===== src/rtl/stream_mux_reg_pkg.sv =====
// rtl/stream_mux_reg_pkg.sv - shared mode constants and width helper for stream_mux_reg
package stream_mux_reg_pkg;

  localparam int MODE_SEL = 0;
  localparam int MODE_RR  = 1;

  // Index width for n channels, never narrower than one bit.
  function automatic int clog2_min1(input int n);
    int r;
    r = 0;
    while ((1 << r) < n) r = r + 1;
    return (r < 1) ? 1 : r;
  endfunction

endpackage


===== src/rtl/stream_mux_reg_rr_pick.sv =====
// rtl/stream_mux_reg_rr_pick.sv - rotating priority encoder: first valid at or after ptr
module rr_pick
  import stream_mux_reg_pkg::*;
#(
  parameter int N    = 4,
  parameter int SELW = clog2_min1(N)
) (
  input  logic [N-1:0]    valid_i,
  input  logic [SELW-1:0] ptr_i,
  output logic            any_o,
  output logic [SELW-1:0] idx_o
);

  always_comb begin : pick
    int k;
    any_o = 1'b0;
    idx_o = '0;
    k     = 0;
    // Scan farthest-first so the closest hit to ptr is the last one written.
    for (int i = N - 1; i >= 0; i--) begin
      k = (int'(ptr_i) + i) % N;
      if (valid_i[k]) begin
        any_o = 1'b1;
        idx_o = k[SELW-1:0];
      end
    end
  end

endmodule


===== src/rtl/stream_mux_reg.sv =====
// rtl/stream_mux_reg.sv - N-way valid/ready stream mux with one registered output slot
module stream_mux_reg
  import stream_mux_reg_pkg::*;
#(
  parameter int N    = 4,
  parameter int W    = 32,
  parameter int MODE = MODE_SEL,
  parameter int SELW = clog2_min1(N)
) (
  input  logic            clk_i,
  input  logic            reset_i,
  input  logic            flush_i,
  input  logic [SELW-1:0] sel_i,
  input  logic [N-1:0]    in_valid_i,
  input  logic [N*W-1:0]  in_data_i,
  output logic [N-1:0]    in_ready_o,
  output logic            out_valid_o,
  output logic [W-1:0]    out_data_o,
  output logic [SELW-1:0] out_chan_o,
  input  logic            out_ready_i,
  output logic            sel_err_o
);

  logic            out_valid_q, out_valid_d;
  logic [W-1:0]    out_data_q, out_data_d;
  logic [SELW-1:0] out_chan_q, out_chan_d;
  logic [SELW-1:0] rr_ptr_q, rr_ptr_d;
  logic            sel_err_q, sel_err_d;

  logic            rr_any;
  logic [SELW-1:0] rr_idx;
  logic            grant_valid;
  logic [SELW-1:0] g;
  logic [W-1:0]    g_data;
  logic            free;
  logic            xfer;

  rr_pick #(.N(N), .SELW(SELW)) u_rr_pick (
    .valid_i (in_valid_i),
    .ptr_i   (rr_ptr_q),
    .any_o   (rr_any),
    .idx_o   (rr_idx)
  );

  always_comb begin
    grant_valid = 1'b0;
    g           = '0;
    if (MODE == MODE_RR) begin
      grant_valid = rr_any;
      g           = rr_idx;
    end else begin
      g = sel_i;
      // Out-of-range select matches no channel, so no grant.
      for (int k = 0; k < N; k++) begin
        if (sel_i == SELW'(k)) grant_valid = in_valid_i[k];
      end
    end
  end

  assign free = !out_valid_q || out_ready_i;
  assign xfer = free && !flush_i && grant_valid;

  always_comb begin
    in_ready_o = '0;
    g_data     = '0;
    for (int k = 0; k < N; k++) begin
      if (g == SELW'(k)) begin
        in_ready_o[k] = xfer;
        g_data        = in_data_i[k*W +: W];
      end
    end
  end

  always_comb begin
    out_valid_d = out_valid_q;
    out_data_d  = out_data_q;
    out_chan_d  = out_chan_q;
    rr_ptr_d    = rr_ptr_q;
    if (flush_i) begin
      out_valid_d = 1'b0;
    end else if (xfer) begin
      out_valid_d = 1'b1;
      out_data_d  = g_data;
      out_chan_d  = g;
      if (MODE == MODE_RR) rr_ptr_d = (int'(g) == N - 1) ? '0 : g + SELW'(1);
    end else if (out_ready_i) begin
      out_valid_d = 1'b0;
    end
    sel_err_d = (MODE == MODE_SEL) && (int'(sel_i) >= N);
  end

  always_ff @(posedge clk_i or posedge reset_i) begin
    if (reset_i) begin
      out_valid_q <= 1'b0;
      out_data_q  <= '0;
      out_chan_q  <= '0;
      rr_ptr_q    <= '0;
      sel_err_q   <= 1'b0;
    end else begin
      out_valid_q <= out_valid_d;
      out_data_q  <= out_data_d;
      out_chan_q  <= out_chan_d;
      rr_ptr_q    <= rr_ptr_d;
      sel_err_q   <= sel_err_d;
    end
  end

  assign out_valid_o = out_valid_q;
  assign out_data_o  = out_data_q;
  assign out_chan_o  = out_chan_q;
  assign sel_err_o   = sel_err_q;

endmodule


===== config.mk =====
export PLATFORM = sky130hd
export DESIGN_NAME = stream_mux_reg
export DESIGN_NICKNAME = d
export VERILOG_FILES = /design/src/rtl/stream_mux_reg_pkg.sv /design/src/rtl/stream_mux_reg_rr_pick.sv /design/src/rtl/stream_mux_reg.sv
export SDC_FILE = /design/constraint.sdc
export NUM_CORES = 1
export LEC_CHECK = 0
export ABC_AREA = 1
export BUFFER_PORTS_ARGS = -buffer_cell sky130_fd_sc_hd__buf_2
export CELL_PAD_IN_SITES_DETAIL_PLACEMENT = 1
export CELL_PAD_IN_SITES_GLOBAL_PLACEMENT = 2
export CORE_MARGIN = 10
export CORE_UTILIZATION = 20
export DETAILED_ROUTE_END_ITERATION = 8
export GPL_TIMING_DRIVEN = 1
export HOLD_SLACK_MARGIN = 0.1
export PLACE_DENSITY_LB_ADDON = 0.1
export SETUP_SLACK_MARGIN = 0.4
export SLEW_MARGIN = 0
export SYNTH_ARGS = -nofsm -noshare
export SYNTH_HDL_FRONTEND = slang
export SYNTH_SLANG_ARGS = --single-unit

===== constraint.sdc =====
create_clock -name clk_i -period 1.4 [get_ports clk_i]
set_input_delay 0 -clock clk_i [delete_from_list [all_inputs] [get_ports clk_i]]
set_output_delay 0 -clock clk_i [all_outputs]
set_load 0.005 [all_outputs]

== After elaboration in Yosys (flattened, before gate mapping) ==
Index checks and enable logic that the tools add are counted.
Widths: inputs -> output; s select.

* Register bits after elaboration: 35
* Output and inout bits: 40
* Input bits: 138
* Logic and storage cells: 30

* Equal/unequal tests: 3
* Muxes and demuxes: 15
* Reduce and logical (&&, ||, !) cells: 8
* Bitwise operators: 1

{| class="wikitable"
|+ Operator list
! kind !! count
|-
| $mux 32 || 4
|-
| $mux 1 || 11
|-
| $eq 2x2->1 const B || 2
|-
| $reduce_bool 3->1 || 1
|-
| $eq 2x1->1 const B || 1
|-
| $logic_and 1x1->1 || 2
|-
| $logic_not 1->1 || 2
|-
| $logic_not 2->1 || 1
|-
| $reduce_and 2->1 || 1
|-
| $logic_or 1x1->1 || 1
|-
| $not 1->1 || 1
|}

== Logic depth before layout (Yosys ltp) ==
* Word-level depth: 8
* Gate-level depth with buffers: 9
* Depth with buffers taken out: 7

== Worst setup path after synthesis ==
OpenSTA, ideal clock, no wires.

* Kind: flip-flop to flip-flop
* Start point: register out_valid_q (netlist: out_valid_o)
* End point: register out_chan_q[0] (netlist: out_chan_o[0])
* Path buffers: 1
* Arrival: 1.072 ns
* Clock period less this slack: 1.189 ns
* Data required time: 1.284 ns
* Stages on the path, launching flop included: 8
* Setup time: 0.116 ns
* Slack: 0.211 ns
* Path through: dfrtp_1 nand2_1 nand2_1 nor2_8 nand2_4 buf_8 nand2_1 nand2_1

* Word-level cells in the longest chain between the ends: 5

{| class="wikitable"
|+ Ends and longest elaborated chain
! element !! RTL line !! RTL
|-
| start: declaration || stream_mux_reg.sv:24 || <nowiki>logic out_valid_q, out_valid_d;</nowiki>
|-
| start signal: assignment || stream_mux_reg.sv:100 || <nowiki>out_valid_q <= out_valid_d;</nowiki>
|-
| $logic_not 1->1 || stream_mux_reg.sv:60 || <nowiki>assign free = !out_valid_q || out_ready_i;</nowiki>
|-
| $logic_or 1x1->1 || stream_mux_reg.sv:60 ||
|-
| $logic_and 1x1->1 (2 in a row) || stream_mux_reg.sv:61 || <nowiki>assign xfer = free && !flush_i && grant_valid;</nowiki>
|-
| $reduce_and 2->1 (no line) || - ||
|-
| end signal: assignment || stream_mux_reg.sv:102 || <nowiki>out_chan_q <= out_chan_d;</nowiki>
|-
| end: declaration || stream_mux_reg.sv:26 || <nowiki>logic [SELW-1:0] out_chan_q, out_chan_d;</nowiki>
|}

Every way passes these cells.
A chain may end at the register's enable or synchronous reset.

== Worst setup path after layout ==
* Start point: register out_valid_q (netlist: out_valid_o)
* End point: output port in_ready_o[0]

* Word-level cells in the longest chain between the ends: 5

{| class="wikitable"
|+ Ends and longest elaborated chain
! element !! RTL line !! RTL
|-
| $logic_not 1->1 || stream_mux_reg.sv:60 ||
|-
| $logic_or 1x1->1 || stream_mux_reg.sv:60 ||
|-
| $logic_and 1x1->1 (2 in a row) || stream_mux_reg.sv:61 ||
|-
| $mux 1 || stream_mux_reg.sv:67 || <nowiki>if (g == SELW'(k)) begin</nowiki>
|-
| end: declaration || stream_mux_reg.sv:16 || <nowiki>output logic [N-1:0] in_ready_o,</nowiki>
|}

Every way passes these cells.

==> impl_metrics.tcl <==
set metrics [dict create \
    cts_buffers 5 \
    wl_met2_um 6067 \
    nFillCells 1543 \
    worstHoldPathType "in2reg" \
    io_pins 178 \
    synth_seq_cells 35 \
    wl_met3_um 993 \
    die_area_mm2 0.01724 \
    drv_slew 0 \
    dp.cells 687 \
    h-tree-depth 2 \
    grt_pass1_vias 3767 \
    clkTransAtPathRegs_ns 0.06 \
    avgViaCountPerCell 4.539 \
    drc 0 \
    drv_cap 0 \
    r2r_cells 8 \
    post-dp-hpwl_um 9463 \
    ys_warn_count 0 \
    worstHoldStart "in_data_i[10]" \
    synth-main-ff-cell "dfrtp_1" \
    drive_above_1_share_pct 41.48 \
    track_usage_pct 14.65 \
    syn2layout_area_growth_pct 69.14 \
    total_power_uw 3849 \
    rsz0062_at_grt "true" \
    cts.sinks 35 \
    worstSetupStartpointType "flip-flop" \
    async_flop_share_pct 100.0 \
    cp.required_ns 1.40 \
    cp.arrival_ns 1.37 \
    synth_area_leaders "dfrtp_1 35%, nand3_1 26%, nand2_1 16%" \
    timing.final.crit_share_pct 97.71 \
    via_count 3359 \
    highest_layer "met5" \
    tritoncts "built" \
    p_per_area_mw_per_mm2 918.6 \
    dr.pass1.iters 4 \
    clock_skew_ns 0.004743 \
    endpoint_kind "output port" \
    gp_congestion 0.7026 \
    wl_met1_um 5728 \
    regToRegSetupSlack_ns 0.07 \
    avgSynthCellArea_um2 6.863 \
    hold_viol_final 0 \
    yosysUniqueCellTypes 22 \
    row_count 40 \
    wl_um 12990 \
    routedWlPerCell_um 17.55 \
    max_freq_mhz 731.0 \
    die_w_um 131.3 \
    synth-seq-area-share_pct 35.35 \
    grt_pass1_wl_um 20810 \
    status "finished, final reports clean" \
    vdd_drop_max_mv 0.4268 \
    clk_latency_ns 0.27 \
    post-route-min-period_ns 1.368 \
    reg2reg_to "out_data_o[5]" \
    die_h_um 131.3 \
    synth_area_mm2 0.002477 \
    start_util_pct 20.54 \
    final_util_pct 34.74 \
    synth_edf_count 0 \
    synth_top_area_share_pct 35.35 \
    yosysMostFrequentCell "nand3_1" \
    cts_root_buffer "clkbuf_16" \
    ff_latch_area_um2 875.8 \
    multi_input_area_mm2 0.001453 \
    yosys.area.top_type "dfrtp_1" \
    cts.path.max_buffers 2 \
    drtIter0Drc 101 \
    antenna_found_initial 4 \
    grt_max_degree 37 \
    portBuffers 176 \
    drtAntennaViolNets 0 \
    p_leak_uw 0.002188 \
    synth_cells 361 \
    core_mm2 0.01206 \
    path_class "reg2out" \
    hold_depth 5 \
    setup_viol 0 \
    fin_nets 706 \
    hold_end "out_data_o[10]" \
    r2r-start "out_valid_o" \
    syn_nets 499 \
    path_max_fanout 5 \
    synthTopCellsByCount "131 x nand3_1, 105 x nand2_1, 35 x dfrtp_1, 32 x nand4_1, 16 x buf_2" \
    grt_overflow_total 0 \
    final-instance-count-excl-fill 740 \
]
[area by class of cell]
cell class,count,area share [%]
clock buffer,8,3.732
inverter,9,0.8062
multi-input combinational,284,34.67
antenna,3,0.1792
tap,168,5.016
sequential,35,20.90
timing repair buffer,233,34.70
[registers in the layout (all words and copies together) (netlist names)]
| register | flops |
|---|---|
| out_data_o | 32 |
| out_chan_o | 2 |
| out_valid_o | 1 |
[kinds of logic (layout without fill, tap and decap cells)]
family	Yosys count	in the layout	synth area share (%)
compound gates	1	1	0.2018
buf+inv	44	250	9.596
flops	35	35	35.35
other cells	1	4	0.1514
simple gates	280	282	54.70
[worst max-delay path: stages (launching register included)]
cell	delay (ns)
dfrtp_1	0.39
nand2_2	0.09
nand2_4	0.07
nor2_8	0.15
buf_12	0.12
nand2_8	0.07
nor2_2	0.08
buf_2	0.12
[report_power, final]
part	leakage, µW	total (µW)	switching [µW]	internal, µW
Combinational	0.00167	1350	709	640
Sequential	0.000441	1350	119	1230
Clock	0.0000772	1150	395	757
Total	0.00219	3850	1220	2630
[cells in the final DEF, fill, tap and decap left out, drive strengths merged]
| cell type | count |
|---|---|
| dfrtp | 35 |
| nor2 | 6 |
| nand3 | 132 |
| inv | 8 |
| diode | 3 |
| nand2 | 110 |
| clkbuf | 8 |
| nand3b | 1 |
| clkinv | 1 |
| dlygate4sd3 | 29 |
| o21ai | 1 |
| nand4 | 32 |
| nor3 | 1 |
| buf | 204 |
| conb | 1 |
[through the flow]
step                hold WS, ns  setup slack (ns)  setup TNS, ns  area, µm²
CTS                      0.1002           0.03270              0       4148
global route             0.1337          -0.03510       -0.06345       4185
global placement         0.1374            0.1004              0       3520
finish                  0.09982           0.03203              0       4190
floorplan               0.09201            0.2303              0       2480
detailed placement       0.1360           0.05597              0       3520
[routing by layer]
| metal | vias to the layer above | global-route usage, % |
|---|---|---|
| met3 | 9 | 5.450 |
| met1 | 1555 | 17.31 |
| met4 | 2 | 3.770 |
| li1 | 1666 | - |
| met5 | - | 0 |
| met2 | 127 | 24.44 |
[repair_timing]
item | 4_1_cts | 5_1_grt
gates cloned | 3 | 0
endpoints found under the hold margin | 63 | 0
gates resized for setup | 12 | 10
setup endpoints to repair | 39 | 39
pin swaps | 4 | 4
hold buffers | 29 | 0
buffers inserted | 9 | 1
[how the worst max path moves through the flow]
stage                      startpoint             end  cells past startpoint
after global routing      out_valid_o   in_ready_o[0]                      7
after global placement    out_valid_o  out_data_o[20]                      6
final                     out_valid_o   in_ready_o[0]                      7
after detailed placement  out_valid_o   out_data_o[5]                      6
after floorplan           out_valid_o   out_chan_o[0]                      7
after CTS                 out_valid_o   in_ready_o[0]                      7
Power figures use the tool's default switching activity.
